`config.mk`:
```
export PLATFORM = sky130hd
export DESIGN_NAME = if_stage
export DESIGN_NICKNAME = d
export VERILOG_FILES = /design/src/rtl/if_stage.sv
export SDC_FILE = /design/constraint.sdc
export NUM_CORES = 1
export LEC_CHECK = 0
export BUFFER_PORTS_ARGS = -buffer_cell sky130_fd_sc_hd__buf_2
export CAP_MARGIN = 20
export CORE_AREA = 2 2 130 132
export DETAILED_ROUTE_END_ITERATION = 10
export DIE_AREA = 0 0 132 134
export SLEW_MARGIN = 0
export SYNTH_ARGS = -nofsm -noshare
export SYNTH_HDL_FRONTEND = slang
export SYNTH_SLANG_ARGS = --single-unit
```
`constraint.sdc`:
```
create_clock -name clk -period 2.15 [get_ports clk]
set_clock_uncertainty 0.1 [all_clocks]
set_input_delay 0.43 -clock clk [delete_from_list [all_inputs] [get_ports clk]]
set_output_delay 0.43 -clock clk [all_outputs]
set_load 0.1 [all_outputs]
```
`src/rtl/if_stage.sv`:
```
// if_stage: MIPS instruction fetch stage with PC, next-PC selection and IF/ID register
module if_stage #(
  parameter logic [31:0] RESET_PC = 32'h0000_0000,
  parameter int CNT_W = 16
) (
  input  logic             clk,
  input  logic             rst_n,
  input  logic             Stall,
  input  logic             BranchTaken,
  input  logic [31:0]      BranchAddr,
  input  logic             J,
  input  logic             JR,
  input  logic [31:0]      JrAddr,
  output logic             imem_req,
  output logic [31:0]      imem_addr,
  input  logic [31:0]      imem_rdata,
  input  logic             imem_ready,
  output logic [31:0]      Instruction_id,
  output logic [31:0]      PC_plus4_id,
  output logic             Valid_id,
  output logic [CNT_W-1:0] BubbleCount
);
  typedef enum logic {IDLE, RUN} state_t;
  state_t state, state_n;
  logic [31:0] pc, pc_n, pc4;
  logic jmp, hold, fetch, bubble;
  always_ff @(posedge clk or negedge rst_n) begin
    if (!rst_n) state <= IDLE;
    else state <= state_n;
  end
  always_comb state_n = RUN;
  always_comb imem_req = (state == RUN);
  assign imem_addr = pc;
  assign pc4 = pc + 32'd4;
  always_comb begin
    jmp = (J | JR) & Valid_id;
    hold = !imem_req || (Stall && !BranchTaken);
    fetch = !BranchTaken && !jmp && imem_ready;
    bubble = !hold && !fetch;
    pc_n = BranchTaken ? BranchAddr :
           jmp ? (J ? {PC_plus4_id[31:28], Instruction_id[25:0], 2'b00} : JrAddr) :
           imem_ready ? pc4 : pc;
  end
  always_ff @(posedge clk or negedge rst_n) begin
    if (!rst_n) begin
      pc <= RESET_PC;
      Instruction_id <= '0;
      PC_plus4_id <= '0;
      Valid_id <= 1'b0;
      BubbleCount <= '0;
    end else if (!hold) begin
      pc <= pc_n;
      Instruction_id <= fetch ? imem_rdata : '0;
      Valid_id <= fetch;
      if (fetch) PC_plus4_id <= pc4;
      if (bubble && !(&BubbleCount)) BubbleCount <= BubbleCount + CNT_W'(1);
    end
  end
endmodule
```
# Word level (Yosys, flattened, before mapping)
# Index checks and enable logic that the tools add are counted.
# totals
reg_bits	114
latchBits	0
mem_bits_rw	0
mem_bits_ro	0
inputBits	103
out_inout_bits	114
word_cells	33
mem_count	0
# classes
n_addsub	2
mul	0
n_div	0
n_lt_le_gt_ge	0
eq_ne	0
shifts	0
n_mux	5
n_bitwise	3
reduce_logical	17
# ops
cell	count
2-to-1 mux 32 bit	5
adder 32 x 3 -> 32 bit (second input constant)	1
adder 16 x 1 -> 16 bit (second input constant)	1
AND reduction 16 bit	1
logical NOT 1 bit	6
AND reduction 2 bit	3
logical AND 1 bit	5
nonzero test 3 bit	1
AND 1 bit	1
logical OR 1 bit	1
NOT 1 bit	1
bitwise OR 1 bit	1

# Depth between registers and ports, before layout
# Gate-level depths: netlist of run 1.
# logic_depth
ltp_word	9
ltp_mapped	8

# Worst setup path before layout of run 1
# No wires, ideal clock.
# synth_timing
kind	reg-to-reg
startpoint	register pc[6] (netlist: imem_addr[6])
endpoint	register pc[17] (netlist: imem_addr[17])
arrival_time_ns	2.401
t_required_ns	1.923
path_slack_ns	-0.478
path_stages_with_launch	7
path_buffers	1
cell_sequence	dfrtp_1 -> buf_2 -> nand4_2 -> nor4_4 -> and2_4 -> o21ai_2 -> a221o_1
# synth_between
elab_chain_cells	4
# synth_rtl
item	line_no	rtl
start: declaration	25	logic [31:0] pc, pc_n, pc4;
start signal: assignment	52	pc <= pc_n;
adder 32 x 3 -> 32 bit	34	assign pc4 = pc + 32'd4;
2-to-1 mux 32 bit	42	imem_ready ? pc4 : pc;
2-to-1 mux 32 bit	41	jmp ? (J ? {PC_plus4_id[31:28], Instruction_id[25:0], 2'b00} : JrAddr) :
2-to-1 mux 32 bit	40	pc_n = BranchTaken ? BranchAddr :
# Every way passes these cells. The select of a mux whose other input is x is not followed.
# A chain may end at the register's enable or synchronous reset.

# Worst setup path in the final report of run 1
# layout_timing
startpoint	register pc[2] (netlist: imem_addr[2])
endpoint	register pc[22] (netlist: imem_addr[22])
# The elaborated chain is that of the path after synthesis.

==> impl_metrics.json, run 1 <==
{
  "grt_max_degree": 47,
  "cts_root_buf": "clkbuf_16",
  "crit_fanout": 8,
  "met3_length_um": 1564,
  "critPathMaxStageDelay_ns": 0.46,
  "ys.flop_type": "dfrtp_1",
  "portBuffers": 216,
  "drive_gt1_share_pct": 41.63,
  "dp.cells": 1059,
  "setup_violations": 0,
  "power_density_nw_per_um2": 1234,
  "grt_pass1_wl_um": 33730,
  "core_sq_um": 16290,
  "hold_start": "imem_rdata[18]",
  "final_nets": 964,
  "die_w_um": 132,
  "drt_pass1_iterations": 5,
  "yosysTopAreaCell": "dfrtp_1",
  "clkSinkCount": 114,
  "dr_total_vias": 5944,
  "critPathKind": "reg2reg",
  "hold_end": "Instruction_id[18]$_DFFE_PN0N_",
  "met2_length_um": 9658,
  "die_area_sq_um": 17690,
  "worstRegToRegCells": 6,
  "avgSynthCellArea_sq_um": 9.936,
  "cp-start-kind": "flip-flop",
  "viasPerCell": 5.443,
  "ys_seq_elements": 114,
  "total_power_uw": 10510,
  "reg2reg_from": "imem_addr[2]$_DFFE_PN0P_",
  "top_layer_used": "met4",
  "ctsHtreeMaxLevel": 4,
  "holdPathStages": 2,
  "cp_cell_sequence": "ha_1 -> and3_2 -> nand4_4 -> or3_4 -> o21ai_0 -> a2bb2oi_1",
  "stdcell_count": 1092,
  "synth_fp_nets": 732,
  "synth_warnings": 0,
  "met1Wirelength_um": 9611,
  "setup.worst_path.end_class": "flip-flop",
  "synth_area_leaders": "dfrtp_1, a22o_1, nand2_1",
  "ant_nets": 0,
  "cp.arrival_ns": 2.26,
  "rsz0062_at_grt": "false",
  "syn_to_final_growth_pct": 36.71,
  "grt_pass1_vias": 5992,
  "drt-total-wl_um": 21200,
  "ioPinCount": 217,
  "syn_area_sq_um": 6230,
  "cp.buffers_inverters": 0,
  "synth_top_area_share_pct": 45.79,
  "finalHoldViolations": 0,
  "drc": 0,
  "max_cap_violations": 0,
  "fillers": 1545,
  "crit_required_ns": 2.34,
  "hold_path_class": "in2reg",
  "period_share_pct": 96.59,
  "core.rowCount": 47,
  "worst_pin_slew_ns": 0.7993,
  "async_reset_ff_share_pct": 100.0,
  "peakVddDrop_mv": 0.7345,
  "fmax_mhz": 481.5,
  "slowest_stage": "dfrtp_4",
  "antenna_found_initial": 0,
  "syn_inst": 627,
  "grt_use_total_pct": 24.60,
  "r2r_slack_ns": 0.07,
  "dpl.hpwl_um": 16280,
  "drt_iter0_markers": 497,
  "critPathTopFamily": "simple AND/OR/NAND/NOR gates",
  "finalCriticalPeriod_ns": 2.077,
  "synth_commonest_cells": "dfrtp_1, nand2_1, o21ai_0, a22o_1, nor2_1",
  "yosysMostFrequentCell": "dfrtp_1",
  "synth_edf_count": 0,
  "avgRoutedWirePerCell_um": 19.41,
  "slew_headroom_pct": 45.34,
  "cts.clk_slew.worst_paths_ns": 0.05,
  "overflow": 0,
  "regToRegEndpoint": "imem_addr[22]$_DFFE_PN0P_",
  "die_y_um": 134,
  "clock_latency_ns": 0.42,
  "antennaDiodeCount": 0,
  "start_util_pct": 38.24,
  "cts_buffers": 17,
  "slew_violations": 0,
  "cts_tree": "built",
  "gp_congestion": 0.8723,
  "synth.distinct_cells": 78,
  "yosysSeqAreaShare_pct": 45.79,
  "leakage_uw": 0.004053,
  "status": "complete, no violations",
  "max-clock-path-buffers": 2
}
[layer usage]
metal	vias up	global-route usage [%]
met5	-	0
met4	0	6.944
met3	25	6.614
met2	263	38.11
met1	2864	34.03
li1	2792	-
[how the worst max path moves through the flow]
stage                                     startpoint                         end  slack, ns  cells past startpoint
after floorplan             imem_addr[6]$_DFFE_PN0P_   imem_addr[17]$_DFFE_PN0P_      -0.05                      6
after global placement                   BranchTaken  BubbleCount[1]$_DFFE_PN0P_      0.001                      5
after detailed placement                 BranchTaken  BubbleCount[1]$_DFFE_PN0P_      -0.06                      5
after CTS                 BubbleCount[0]$_DFFE_PN0P_  BubbleCount[1]$_DFFE_PN0P_      0.005                      4
after global routing        imem_addr[2]$_DFFE_PN0P_   imem_addr[22]$_DFFE_PN0P_      0.003                      6
final                       imem_addr[2]$_DFFE_PN0P_   imem_addr[22]$_DFFE_PN0P_       0.07                      6
[state kept, by name, indices dropped and copies added (netlist names)]
| register | count |
|---|---|
| Instruction_id | 32 |
| PC_plus4_id | 32 |
| imem_addr | 32 |
| BubbleCount | 16 |
| Valid_id | 1 |
| imem_req | 1 |
[worst register-to-register path: cells and delay by family, from the launching register on]
family | cells | cell delay (ns)
compound gates | 2 | 0.30
fa+ha+maj | 1 | 0.21
flops | 1 | 0.46
simple gates | 3 | 0.88
[power breakdown]
| part | switching (uW) | internal, uW |
|---|---|---|
| Clock | 1000 | 2290 |
| Sequential | 426 | 2550 |
| Combinational | 3460 | 773 |
[placed cells by master (no fill, tap or decap), types with 7 or more instances in the layout]
master     netlist  routed
buf_2           14     215
nand2_1         75      75
mux2i_1         16      16
nand3_1         22      21
inv_1            7       7
a22o_1          39      39
nor2_1          33      32
dfrtp_1        114      72
and4_1           7       7
and3_1          12      12
nand4_1         13      13
a21oi_1         22      22
clkbuf_16        0      17
xor2_1          11      11
nor3_1           9       9
buf_4            4      33
dfrtp_2          0      36
xnor2_1         29      29
o21ai_0         50      49
[through the flow]
stage	setup slack [ns]	hold WS, ns	cell area, sq um	setup TNS, ns	util, %
after global placement	0.001156	0.3564	7806	0	47.92
final	0.07335	0.1304	8517	0	52.29
after detailed placement	-0.06271	0.3651	7806	-0.1897	47.92
after global routing	0.003471	0.1223	8517	0	52.29
after floorplan	-0.04527	0.03441	6300	-0.04527	-
after CTS	0.005219	0.1139	8503	0	52.20
[cells by family after synthesis]
| family | share of synthesized area, % |
|---|---|
| fa+ha+maj | 0.4016 |
| buf+inv | 3.936 |
| compound gates | 21.09 |
| simple gates | 19.62 |
| other cells | 0.06020 |
| xor+xnor | 5.624 |
| mux | 3.474 |
| flops | 45.79 |
[timing repair]
| action | in CTS | in global routing |
|---|---|---|
| hold buffers | 1 | 0 |
| hold endpoints to repair | 38 | 0 |
| setup endpoints to repair | 0 | 13 |
| resized for setup | 0 | 2 |
| buffers inserted | 0 | 0 |
[area by class of cell]
type	count	area, sq um	share of cell area, %
Clock inverter	9	198.9	2.336
Tap cell	220	275.3	3.232
Clock buffer	23	488.0	5.729
Sequential cell	114	2920	34.29
Multi-Input combinational cell	463	3151	36.99
Inverter	8	30.03	0.3526
Timing Repair Buffer	255	1454	17.07
(Power assumes the default switching activity.)
==> run 2: changes to the inputs <==
Settings changed: CELL_PAD_IN_SITES_DETAIL_PLACEMENT set to 0, CELL_PAD_IN_SITES_GLOBAL_PLACEMENT set to 1, CORE_AREA 2 2 130 132 to 2 2 132 134, DIE_AREA 0 0 132 134 to 0 0 134 136, PLACE_DENSITY_LB_ADDON set to 0.1.
==> run 2 against run 1 <==
Net effect:
- flip-flop and latch count unchanged
- clock power is 11% lower
- critical endpoint is now imem_addr[20]$_DFFE_PN0P_
- global-route usage is 0.060 points lower
==> impl_metrics.json, run 2 (synthesis gave the netlist of run 1 again) <==
{
  "dr_total_vias": 5981,
  "clkSinkCount": 114,
  "syn_to_final_growth_pct": 36.83,
  "grt_pass1_vias": 5943,
  "status": "complete, no violations",
  "overflow": 0,
  "drt-total-wl_um": 21980,
  "critPathKind": "reg2reg",
  "intPower_uw": 5214,
  "viasPerCell": 5.398,
  "dp.cells": 1074,
  "total_power_uw": 10170,
  "post_cts.repair.setup_buffers": 0,
  "finalCriticalPeriod_ns": 2.060,
  "fillers": 1654,
  "drc": 0,
  "swShare_pct": 48.73,
  "grt_use_total_pct": 24.54,
  "crit_fanout": 8,
  "grt_max_degree": 49,
  "core_sq_um": 16880,
  "gp_congestion": 0.8475,
  "slew_headroom_pct": 53.13,
  "fin_tns_setup_ns": 0,
  "grt_pass1_wl_um": 34100,
  "power_density_nw_per_um2": 1193,
  "peakVddDrop_mv": 0.9950,
  "period_share_pct": 95.80,
  "ctsHtreeMaxLevel": 4,
  "whs_ns": 0.1281,
  "core.rowCount": 48,
  "finalHoldViolations": 0,
  "rsz0062_at_grt": "false",
  "cp.arrival_ns": 2.23,
  "dpl.hpwl_um": 16780,
  "drive_gt1_share_pct": 42.40,
  "drt_pass1_iterations": 5,
  "die_area_sq_um": 18220,
  "met1Wirelength_um": 10330,
  "die_w_um": 134,
  "max_cap_violations": 0,
  "met3_length_um": 1410,
  "final_nets": 974,
  "leakage_uw": 0.004048,
  "final_cell_mix": "buf_2, nand2_1, dfrtp_1",
  "portBuffers": 216,
  "cp-start-kind": "flip-flop",
  "dpl-instance-area_sq_um": 7888,
  "fmax_mhz": 485.5,
  "met2_length_um": 9910,
  "clock_latency_ns": 0.42,
  "top_layer_used": "met4",
  "worstRegToRegCells": 6,
  "ant_nets": 0,
  "holdPathStages": 2,
  "ioPinCount": 217,
  "stdcell_count": 1108,
  "worst_pin_slew_ns": 0.7017,
  "drt_iter0_markers": 433,
  "p_seq_share_pct": 29.3,
  "p_sw_uw": 4955,
  "crit_required_ns": 2.32,
  "hold_path_class": "in2reg",
  "antenna_found_initial": 2,
  "max-clock-path-buffers": 2,
  "layout_commonest_cell": "buf_2",
  "die_y_um": 136,
  "setup_violations": 0,
  "setup.worst_path.end_class": "flip-flop",
  "avgRoutedWirePerCell_um": 19.84,
  "cts_buffers": 17,
  "cts.clk_slew.worst_paths_ns": 0.06,
  "comb_power_share_pct": 41.8,
  "slew_violations": 0,
  "pwr-share-clk_pct": 28.9,
  "start_util_pct": 36.91,
  "cts_tree": "built",
  "fin_area_sq_um": 8524,
  "cts_root_buf": "clkbuf_16"
}
## run 2: worst max-delay path: stages, from the launching register on
cell and delay [ns]:
dfrtp_4 0.52, ha_1 0.25, and3_2 0.27, and4_1 0.18, nand3_1 0.10, xor2_1 0.36, a211oi_1 0.13
## run 2: power groups by stage
stage	logic, uW	registers, uW	clock network (uW)
floorplan	859	5490	0
global placement	4230	3000	0
detailed placement	4260	3010	0
CTS	4270	2980	2980
global route	4440	3050	3090
finish	4250	2980	2940
## run 2: final timing paths
kind	from	endpoint	slack, ns
max in group asynchronous	rst_n	BubbleCount[0]$_DFFE_PN0P_	0.90
min reg2reg	PC_plus4_id[17]$_DFFE_PN0P_	PC_plus4_id[17]$_DFFE_PN0P_	0.37
max	imem_addr[2]$_DFFE_PN0P_	imem_addr[20]$_DFFE_PN0P_	0.09
min	imem_rdata[30]	Instruction_id[30]$_DFFE_PN0N_	0.13
max reg2reg	imem_addr[2]$_DFFE_PN0P_	imem_addr[20]$_DFFE_PN0P_	0.09
min in group asynchronous	rst_n	PC_plus4_id[6]$_DFFE_PN0P_	0.41
## run 2: per-stage QoR
stage	utilization [%]	setup slack [ns]
6_report	50.51	0.09030
4_1_cts	50.43	0.01421
3_3_place_gp	46.74	0.06679
5_1_grt	50.51	0.005426
2_1_floorplan	-	-0.04527
3_5_place_dp	46.74	0.03824
## run 2: cell type report
cell class / instances / area [sq um] / area share, %
diodes: 1 / 2.502 / 0.02936
clock buffers: 19 / 452.9 / 5.313
clock inverters: 13 / 160.2 / 1.879
inverters: 8 / 30.03 / 0.3523
multi-input cells: 463 / 3148 / 36.93
flip-flops and latches: 114 / 2920 / 34.26
well taps: 225 / 281.5 / 3.303
repair buffers: 265 / 1529 / 17.94
## run 2: repair_timing
| action | 4_1_cts | 5_1_grt |
|---|---|---|
| hold endpoints to repair | 31 | 0 |
| resized for setup | 0 | 2 |
| hold buffers | 1 | 0 |
| endpoints found under the setup margin | 0 | 13 |
## run 2: layer usage
metal  global-route usage (%)  up-vias
li1                         -     2812
met1                    34.93     2908
met2                    36.84      238
met3                    6.376       23
met4                    6.915        0
met5                        0        -
==> run 3: changes to the inputs <==
--- a/config.mk
+++ b/config.mk
@@ -14,6 +14,8 @@
 export DIE_AREA = 0 0 134 136
 export PLACE_DENSITY_LB_ADDON = 0.1
+export SKIP_LAST_GASP = 1
 export SLEW_MARGIN = 0
 export SYNTH_ARGS = -nofsm -noshare
 export SYNTH_HDL_FRONTEND = slang
 export SYNTH_SLANG_ARGS = --single-unit
+export TNS_END_PERCENT = 30
==> constraint.sdc (replaced) <==
create_clock -name clk -period 2.15 [get_ports clk]
set_clock_uncertainty 0.1 [all_clocks]
set_input_delay 0.215 -clock clk [delete_from_list [all_inputs] [get_ports clk]]
set_output_delay 0.215 -clock clk [all_outputs]
set_load 0.1 [all_outputs]
==> run 3 against run 2 <==
Net effect:
- clock power shrank 7.1%
- utilization grew 1.3 points
- routed wire length grew 0.64%
- cell count grew 2.5%
- die area is the same
- fmax grew 0.97%
- sequential power is essentially flat
- combinational power grew 0.9%
- hold slack lost 0.12 ns
- cell area grew 2.7%
- critical path depth grew 1
- critical path type unchanged
==> impl_metrics.json, run 3 (synthesis gave the netlist of run 1 again) <==
{
  "status": "complete, no violations",
  "layout_commonest_cell": "buf_2",
  "postCtsHoldBufs": 41,
  "drive_gt1_share_pct": 39.23,
  "r2r_slack_ns": 0.11,
  "fillers": 1619,
  "core.rowCount": 48,
  "overflow": 0,
  "rsz0062_at_grt": "false",
  "peakVddDrop_mv": 0.9335,
  "leakage_uw": 0.004139,
  "grt_use_total_pct": 24.62,
  "core_sq_um": 16880,
  "start_util_pct": 36.91,
  "cts_root_buf": "clkbuf_16",
  "ctsHtreeMaxLevel": 4,
  "grt_max_degree": 52,
  "die_y_um": 136,
  "fmax_mhz": 490.2,
  "multi_input_area_sq_um": 3137,
  "viasPerCell": 5.330,
  "drc": 0,
  "power_density_nw_per_um2": 1142,
  "cts_buffers": 17,
  "drt_iter0_markers": 345,
  "post_cts.repair.setup_buffers": 0,
  "cp-start-kind": "flip-flop",
  "hold_path_class": "in2reg",
  "finalCriticalPeriod_ns": 2.040,
  "ioPinCount": 217,
  "final_cell_mix": "buf_2, nand2_1, dfrtp_1",
  "setup_violations": 0,
  "worst_pin_slew_ns": 0.7550,
  "whs_ns": 0.004368,
  "seqCellArea_sq_um": 2920,
  "antenna_found_initial": 2,
  "crit_fanout": 8,
  "portBuffers": 216,
  "die_area_sq_um": 18220,
  "cts_tree": "built",
  "cp.arrival_ns": 2.23,
  "cts.clk_slew.worst_paths_ns": 0.06,
  "finalHoldViolations": 0,
  "max_cap_violations": 0,
  "slew_violations": 0,
  "grt_pass1_wl_um": 33920,
  "grt_pass1_vias": 5891,
  "gp_congestion": 0.8324,
  "dr_total_vias": 6055,
  "ant_nets": 0,
  "cts_resized": 0,
  "dpl.hpwl_um": 16550,
  "crit_required_ns": 2.34,
  "max-clock-path-buffers": 2,
  "fin_tns_setup_ns": 0,
  "setup.worst_path.end_class": "flip-flop",
  "slew_headroom_pct": 48.37,
  "syn_to_final_growth_pct": 40.47,
  "critPathKind": "reg2reg",
  "clkSinkCount": 114,
  "die_w_um": 134,
  "drt-total-wl_um": 22120,
  "final_nets": 1002,
  "clock_latency_ns": 0.42,
  "avgRoutedWirePerCell_um": 19.47,
  "period_share_pct": 94.88,
  "drt_pass1_iterations": 5
}
## run 3: final timing paths
path,from,endpoint,cells past startpoint
max in group asynchronous,rst_n,imem_addr[19]$_DFFE_PN0P_,3
worst max-delay path,imem_addr[2]$_DFFE_PN0P_,imem_addr[14]$_DFFE_PN0P_,7
worst min register to register,PC_plus4_id[24]$_DFFE_PN0P_,PC_plus4_id[24]$_DFFE_PN0P_,2
worst min-delay path,BranchAddr[1],imem_addr[1]$_DFFE_PN0P_,3
worst max register to register,imem_addr[2]$_DFFE_PN0P_,imem_addr[14]$_DFFE_PN0P_,7
min in group asynchronous,rst_n,PC_plus4_id[2]$_DFFE_PN0P_,2
## run 3: where the power goes
| group | internal (uW) | switching (uW) | leakage (uW) | total [uW] |
|---|---|---|---|---|
| Combinational | 809 | 3480 | 0.00246 | 4290 |
| Clock | 1740 | 989 | 0.000277 | 2730 |
| Sequential | 2550 | 428 | 0.00140 | 2980 |
| Total | 5100 | 4890 | 0.00414 | 9990 |
## run 3: area by class of cell
cell class	count	share of cell area, %
Inverter	8	0.3432
Clock inverter	5	0.6005
Antenna cell	1	0.02860
Sequential cell	114	33.37
Tap cell	225	3.217
Clock buffer	27	5.862
Timing Repair Buffer	293	20.73
Multi-Input combinational cell	463	35.85
## run 3: through the flow
step                      instance area, sq um  power [uW]  setup slack, ns  utilization, %  instances
final                                     8751        9994           0.1101           51.85       1136
after global routing                      8748       10390          0.06840           51.84       1135
after CTS                                 8748       10060           0.1442           51.84       1135
after detailed placement                  7772        7255           0.1564           46.06       1062
after global placement                    7772        7226           0.1638           46.06       1062
after floorplan                           6300        6344         -0.04527               -        627
## run 3: critical path, cell delays in order, from the launching register on
cell and delay (ns):
dfrtp_4 0.51, ha_1 0.26, and3_2 0.27, buf_4 0.15, and3_1 0.18, nor3b_1 0.16
a31oi_1 0.20, nand3_1 0.10
## run 3: metal layers
layer / vias up / routed length, um / track usage (%)
met5: - / 13 / 0
met4: 2 / 434 / 7.979
met3: 30 / 1444 / 5.891
met2: 219 / 9846 / 36.87
met1: 2928 / 10390 / 35.06
li1: 2876 / - / -
